$ cat src/rtl/id_ex_stage.sv
// -----------------------------------------------------------------------------
// id_ex_stage
//
// Decode-to-execute pipeline register for the RISC-Bubble core. Decodes the
// incoming opcode/funct into an ALU func_code, resolves EX/MEM and MEM/WB
// forwarding, selects and extends the immediate, and registers all operands
// and control signals consumed by EX and later stages. Flush, an empty slot
// or an illegal instruction load a bubble (all outputs zero); stall holds.
//
// Optional feature: define IDEX_BUBBLE_CNT_EN to build the saturating bubble
// counter. When undefined, bubble_cnt is tied to 0.
//
// Ports:
//   clk, reset                  clock, asynchronous active-high reset
//   in_valid                    decode presents an instruction
//   opcode, funct               instruction [31:26] and [5:0]
//   rs_addr, rt_addr, rd_addr   register fields
//   shamt_in, imm               shift amount and immediate fields
//   rs_data, rt_data            register-file read data
//   exmem_wr_en/rd/data         EX/MEM forward source (higher priority)
//   memwb_wr_en/rd/data         MEM/WB forward source
//   stall, flush                hold the stage / load a bubble
//   arg1, arg2, func_code, shamt  ALU operands and operation
//   store_data                  forwarded rt value
//   dest_reg, reg_write         write-back register and enable
//   mem_read, mem_write, branch memory and branch controls
//   valid_out                   stage holds a real instruction
//   illegal                     one-cycle pulse on an illegal instruction
//   bubble_cnt                  saturating count of inserted bubbles
// -----------------------------------------------------------------------------
module id_ex_stage #(
    parameter int CNT_W = 16
) (
    input  logic             clk,
    input  logic             reset,
    input  logic             in_valid,
    input  logic [5:0]       opcode,
    input  logic [5:0]       funct,
    input  logic [4:0]       rs_addr,
    input  logic [4:0]       rt_addr,
    input  logic [4:0]       rd_addr,
    input  logic [4:0]       shamt_in,
    input  logic [15:0]      imm,
    input  logic [31:0]      rs_data,
    input  logic [31:0]      rt_data,
    input  logic             exmem_wr_en,
    input  logic [4:0]       exmem_rd,
    input  logic [31:0]      exmem_data,
    input  logic             memwb_wr_en,
    input  logic [4:0]       memwb_rd,
    input  logic [31:0]      memwb_data,
    input  logic             stall,
    input  logic             flush,
    output logic [31:0]      arg1,
    output logic [31:0]      arg2,
    output logic [2:0]       func_code,
    output logic [4:0]       shamt,
    output logic [31:0]      store_data,
    output logic [4:0]       dest_reg,
    output logic             reg_write,
    output logic             mem_read,
    output logic             mem_write,
    output logic             branch,
    output logic             valid_out,
    output logic             illegal,
    output logic [CNT_W-1:0] bubble_cnt
);

    typedef enum logic [2:0] {
        FC_ADD = 3'd0, FC_SUB = 3'd1, FC_AND = 3'd2, FC_OR  = 3'd3,
        FC_SLL = 3'd4, FC_SRL = 3'd5, FC_SLT = 3'd6, FC_BR  = 3'd7
    } func_e;

    typedef enum logic [1:0] {A2_RT, A2_ZERO, A2_SEXT, A2_ZEXT} arg2_sel_e;
    typedef enum logic [1:0] {DST_RD, DST_RT, DST_NONE} dest_sel_e;

    // Decode results
    logic      legal, is_shift, is_lw, is_sw, is_br;
    func_e     fc;
    arg2_sel_e a2_sel;
    dest_sel_e d_sel;

    // Forwarded operands and next-state values
    logic [31:0] rs_fwd, rt_fwd, nxt_arg1, nxt_arg2;
    logic [4:0]  nxt_dest;

    // NOTE: every always_comb output gets a default first so no path leaves
    // a signal unassigned, which would otherwise infer a latch.
    always_comb begin
        legal    = 1'b1;
        fc       = FC_ADD;
        a2_sel   = A2_RT;
        d_sel    = DST_RT;
        is_shift = 1'b0;
        is_lw    = 1'b0;
        is_sw    = 1'b0;
        is_br    = 1'b0;
        unique case (opcode)
            6'h00: begin
                d_sel = DST_RD;
                unique case (funct)
                    6'h20, 6'h21: fc = FC_ADD;
                    6'h22, 6'h23: fc = FC_SUB;
                    6'h24:        fc = FC_AND;
                    6'h25:        fc = FC_OR;
                    6'h00:        begin fc = FC_SLL; is_shift = 1'b1; a2_sel = A2_ZERO; end
                    6'h02:        begin fc = FC_SRL; is_shift = 1'b1; a2_sel = A2_ZERO; end
                    6'h2A:        fc = FC_SLT;
                    default:      legal = 1'b0;
                endcase
            end
            6'h08, 6'h09: a2_sel = A2_SEXT;
            6'h23:        begin a2_sel = A2_SEXT; is_lw = 1'b1; end
            6'h2B:        begin a2_sel = A2_SEXT; is_sw = 1'b1; d_sel = DST_NONE; end
            6'h0C:        begin a2_sel = A2_ZEXT; fc = FC_AND; end
            6'h0D:        begin a2_sel = A2_ZEXT; fc = FC_OR; end
            6'h0A:        begin a2_sel = A2_SEXT; fc = FC_SLT; end
            6'h04, 6'h05: begin fc = FC_BR; is_br = 1'b1; d_sel = DST_NONE; end
            default:      legal = 1'b0;
        endcase
    end

    // Forwarding: r0 is never forwarded; EX/MEM wins over MEM/WB.
    always_comb begin
        rs_fwd = rs_data;
        if (rs_addr != 5'd0) begin
            if (exmem_wr_en && exmem_rd == rs_addr)      rs_fwd = exmem_data;
            else if (memwb_wr_en && memwb_rd == rs_addr) rs_fwd = memwb_data;
        end
        rt_fwd = rt_data;
        if (rt_addr != 5'd0) begin
            if (exmem_wr_en && exmem_rd == rt_addr)      rt_fwd = exmem_data;
            else if (memwb_wr_en && memwb_rd == rt_addr) rt_fwd = memwb_data;
        end
    end

    // Operand and destination selection
    always_comb begin
        nxt_arg1 = is_shift ? rt_fwd : rs_fwd;
        unique case (a2_sel)
            A2_ZERO: nxt_arg2 = 32'd0;
            A2_SEXT: nxt_arg2 = {{16{imm[15]}}, imm};
            A2_ZEXT: nxt_arg2 = {16'd0, imm};
            default: nxt_arg2 = rt_fwd;
        endcase
        unique case (d_sel)
            DST_RD:  nxt_dest = rd_addr;
            DST_RT:  nxt_dest = rt_addr;
            default: nxt_dest = 5'd0;
        endcase
    end

    // NOTE: sequential state uses non-blocking assignments so every register
    // samples pre-edge values regardless of statement order.
    always_ff @(posedge clk or posedge reset) begin
        if (reset) begin
            {arg1, arg2, func_code, shamt, store_data, dest_reg} <= '0;
            {reg_write, mem_read, mem_write, branch, valid_out, illegal} <= '0;
        end else if (flush || (!stall && (!in_valid || !legal))) begin
            // Bubble; the only flavour that raises illegal is a real decode
            // failure on an accepted, unflushed slot.
            {arg1, arg2, func_code, shamt, store_data, dest_reg} <= '0;
            {reg_write, mem_read, mem_write, branch, valid_out} <= '0;
            illegal <= !flush && in_valid && !legal;
        end else if (stall) begin
            illegal <= 1'b0;
        end else begin
            arg1       <= nxt_arg1;
            arg2       <= nxt_arg2;
            func_code  <= fc;
            shamt      <= is_shift ? shamt_in : 5'd0;
            store_data <= rt_fwd;
            dest_reg   <= nxt_dest;
            reg_write  <= (nxt_dest != 5'd0);
            mem_read   <= is_lw;
            mem_write  <= is_sw;
            branch     <= is_br;
            valid_out  <= 1'b1;
            illegal    <= 1'b0;
        end
    end

`ifdef IDEX_BUBBLE_CNT_EN
    logic load_bubble;
    assign load_bubble = flush || (!stall && (!in_valid || !legal));

    always_ff @(posedge clk or posedge reset) begin
        if (reset)
            bubble_cnt <= '0;
        else if (load_bubble && bubble_cnt != {CNT_W{1'b1}})
            bubble_cnt <= bubble_cnt + 1'b1;
    end
`else
    assign bubble_cnt = '0;
`endif

endmodule

$ cat config.mk
export PLATFORM = sky130hd
export DESIGN_NAME = id_ex_stage
export DESIGN_NICKNAME = d
export VERILOG_FILES = /design/src/rtl/id_ex_stage.sv
export SDC_FILE = /design/constraint.sdc
export NUM_CORES = 1
export LEC_CHECK = 0
export ABC_AREA = 1
export BUFFER_PORTS_ARGS = -buffer_cell sky130_fd_sc_hd__buf_2
export CAP_MARGIN = 10
export CORE_MARGIN = 3
export CORE_UTILIZATION = 54
export DETAILED_ROUTE_END_ITERATION = 7
export PLACE_DENSITY = 0.88
export SLEW_MARGIN = 20
export SYNTH_ARGS = -nofsm -noshare
export SYNTH_HDL_FRONTEND = slang
export SYNTH_SLANG_ARGS = --single-unit
$ cat constraint.sdc
create_clock -name clk -period 7.5 [get_ports clk]
set_input_delay 1.5 -clock clk [delete_from_list [all_inputs] [get_ports clk]]
set_output_delay 1.5 -clock clk [all_outputs]
set_load 0.1 [all_outputs]
==> metrics.txt <==
status=complete, no violations; NetSw=between 500 and 600 uW; hold_buf cts=0; DP HPWL=21000 microns; Row Count=44; Layout area overhead=24.1%; Finished Core Util=0.693; vias in the first global route=9124; largest registers=arg1 (32), arg2 (32), store_data (32); share of cells above drive strength 1=0.256; RSZ-0062 raised after global routing=no; Net Sw Frac=0.318; core area=approximately 15000 sq um; Clk pwr share=0.450; total internal power=1220 uW; largest family of logic cells by synthesized area=simple AND/OR/NAND/NOR gates; Worst-Margin Slew=roughly 1.1 ns; drt pass-1 iters=6; Pwr per Cell Area=176 nW/um^2; CP max FO=70; Yosys reg bits=115; initial core utilization=0.558; Longest Clk Path Bufs=2; slowest stage delay, CP=0.76 ns; critical-path cell list=buf_2, nor2_2, nand3_2, inv_2, nand2_2, inv_4, nor2_4, inv_2, a21oi_4, nand2_1, nand2_1; setup TNS=0 ns; number of setup buffers added after CTS=0; slowest CP cell=nor2_4; pin count of the biggest net entering global routing=between 70 and 80; # DRC=0; die width=129 microns; crit share post-route=0.490; antenna viol nets, final=0; post-CTS resize count=0; fmax=272 MHz; max-slew violation count=0; top-level port count=324; HP Class=register to register; sequential-to-total area share from yosys stat=0.352; Distinct cells, synth=31; crit path kind=primary input to register; most common cell after layout, fill and taps aside=nand2_1; initial antenna violation count=6; Iteration-0 DRC Markers=1103; final setup fails=0; mux cell area share after synthesis=0; CTS sink count=115; worst-skew pair later-pin latency=0.42 ns; slew margin rel.=0.236; cell family with most CP delay=simple AND/OR/NAND/NOR gates; Comb power frac=0.197; Vias/cell=5.66; Synth Area in XOR/XNOR=0; most frequent cells in the layout=568 x nand2_1, 307 x buf_2, 194 x nand3_1, 165 x nor2_1, 115 x dfrtp_1; Compound-Gate Fraction of Synth Area=0.0488; Cells after Synth=1306; first-pass GRT wire length=about 46000 microns; PnR worst setup slack=approximately 3.8 ns; simple-gate share of the synthesized area=0.509; die area=16700 sq um; drt total wl=30100 microns; CTS root buffer=clkbuf_16; arrival time at the worst endpoint=4.04 ns; Placement Setup Slack=3.43 ns; crit path buf inv count=4; NumNets Final=1757; Mapped Area=8170 sq um; WP data required=7.86 ns; Final Critical Period=about 3.7 ns; CTS tree=yes; H-tree levels=4; crit start category=primary input; CP endpoint kind=register; Vias=9997; # port buffers=307; peak supply drop=0.000152 V; Leak=0.00621 uW; RePlAce Congestion=1.00; Die Ht=129 microns; number of max-cap violations=0; final hold violation count=0; Max Clock Skew=0 ns; Tot GR Track Use=0.350; DR WL/cell=17.0 microns; synthesized area per cell=6.26 sq um; CTS buffer count=17; total grt overflow=0; Worst-path clk slew=0.06 ns; yosys warns=0; sequential power share=0.353; Post-Synth Adder-Cell Area=0
-- stage by stage --
step                hold WS, ns  total power, uW  instance area [sq um]  cells
floorplan                 0.984              879                   8230   1321
CTS                       0.476             1780                  10100   1761
global placement          0.457              985                   9560   1729
detailed placement        0.460              988                   9560   1729
finish                    0.472             1790                  10100   1766
global route              0.490             1850                  10100   1766
-- routing by layer --
| metal | track usage | share of wire | up-vias |
|---|---|---|---|
| li1 | - | - | 4639 |
| met1 | 0.452 | 0.38 | 4511 |
| met2 | 0.568 | 0.47 | 735 |
| met3 | 0.0775 | 0.11 | 110 |
| met4 | 0.154 | 0.040 | 2 |
| met5 | 0 | 0.00043 | - |
-- final cells by class --
| type | count | area, sq um |
|---|---|---|
| antenna | 5 | 12.5 |
| timing repair buffer | 315 | 1600 |
| inverter | 47 | 184 |
| tap | 184 | 230 |
| multi-input combinational | 1068 | 4670 |
| clock buffer | 23 | 468 |
| clock inverter | 9 | 105 |
| sequential | 115 | 2880 |
| fill | 1355 | 4500 |
-- cells in the mapped netlist --
library cell / count / share of area
nand2_2: 2 / 0.0015
nand2_4: 1 / 0.0014
a21oi_1: 46 / 0.028
nand3_1: 197 / 0.12
nand4_1: 5 / 0.0038
nor4_4: 1 / 0.0026
o21ai_0: 22 / 0.013
nor3b_1: 1 / 0.00092
buf_8: 1 / 0.0018
nor3_2: 1 / 0.0012
inv_4: 2 / 0.0015
conb_1: 1 / 0.00046
buf_1: 3 / 0.0014
nor3_1: 1 / 0.00061
nand2_1: 568 / 0.26
nand3_2: 25 / 0.031
clkbuf_1: 25 / 0.011
nor2_2: 2 / 0.0015
a22o_1: 4 / 0.0043
buf_12: 2 / 0.0049
dfrtp_1: 115 / 0.35
buf_2: 35 / 0.021
nor2_1: 170 / 0.078
inv_1: 31 / 0.014
inv_2: 14 / 0.0064
nor2_4: 3 / 0.0041
buf_4: 17 / 0.016
buf_6: 8 / 0.011
a21oi_4: 1 / 0.0020
nand3b_1: 1 / 0.00092
a21boi_1: 1 / 0.00092
-- worst min-delay path: cells and delay by family (launching register included) --
| kind | cells | cell delay [ns] |
|---|---|---|
| DFF | 1 | 0.33 |
| and+or+nand+nor | 2 | 0.10 |
-- kinds of logic (layout without fill, tap and decap cells) --
kind of cell / Yosys count / after routing
buffers and inverters: 138 / 394
AO/OA/AOI/OAI: 74 / 74
flip-flops: 115 / 115
other: 1 / 21
AND/OR/NAND/NOR: 978 / 978
-- power groups by stage --
stage	Sequential, uW	Clock (uW)	Combinational [uW]
finish	633	805	352
global route	633	838	379
CTS	632	805	347
detailed placement	643	0	345
global placement	643	0	342
floorplan	695	0	184
-- worst paths after layout --
kind,slack [ns],start,cells past startpoint,end
min,0.47,store_data[25],2,store_data[25]
min reg2reg,0.47,store_data[25],2,store_data[25]
max reg2reg,6.74,arg1[30],3,arg1[30]
min in group asynchronous,1.18,reset,2,store_data[0]
max in group asynchronous,5.02,reset,3,func_code[0]
max,3.82,opcode[2],11,arg2[25]
(Power assumes the default switching activity.)
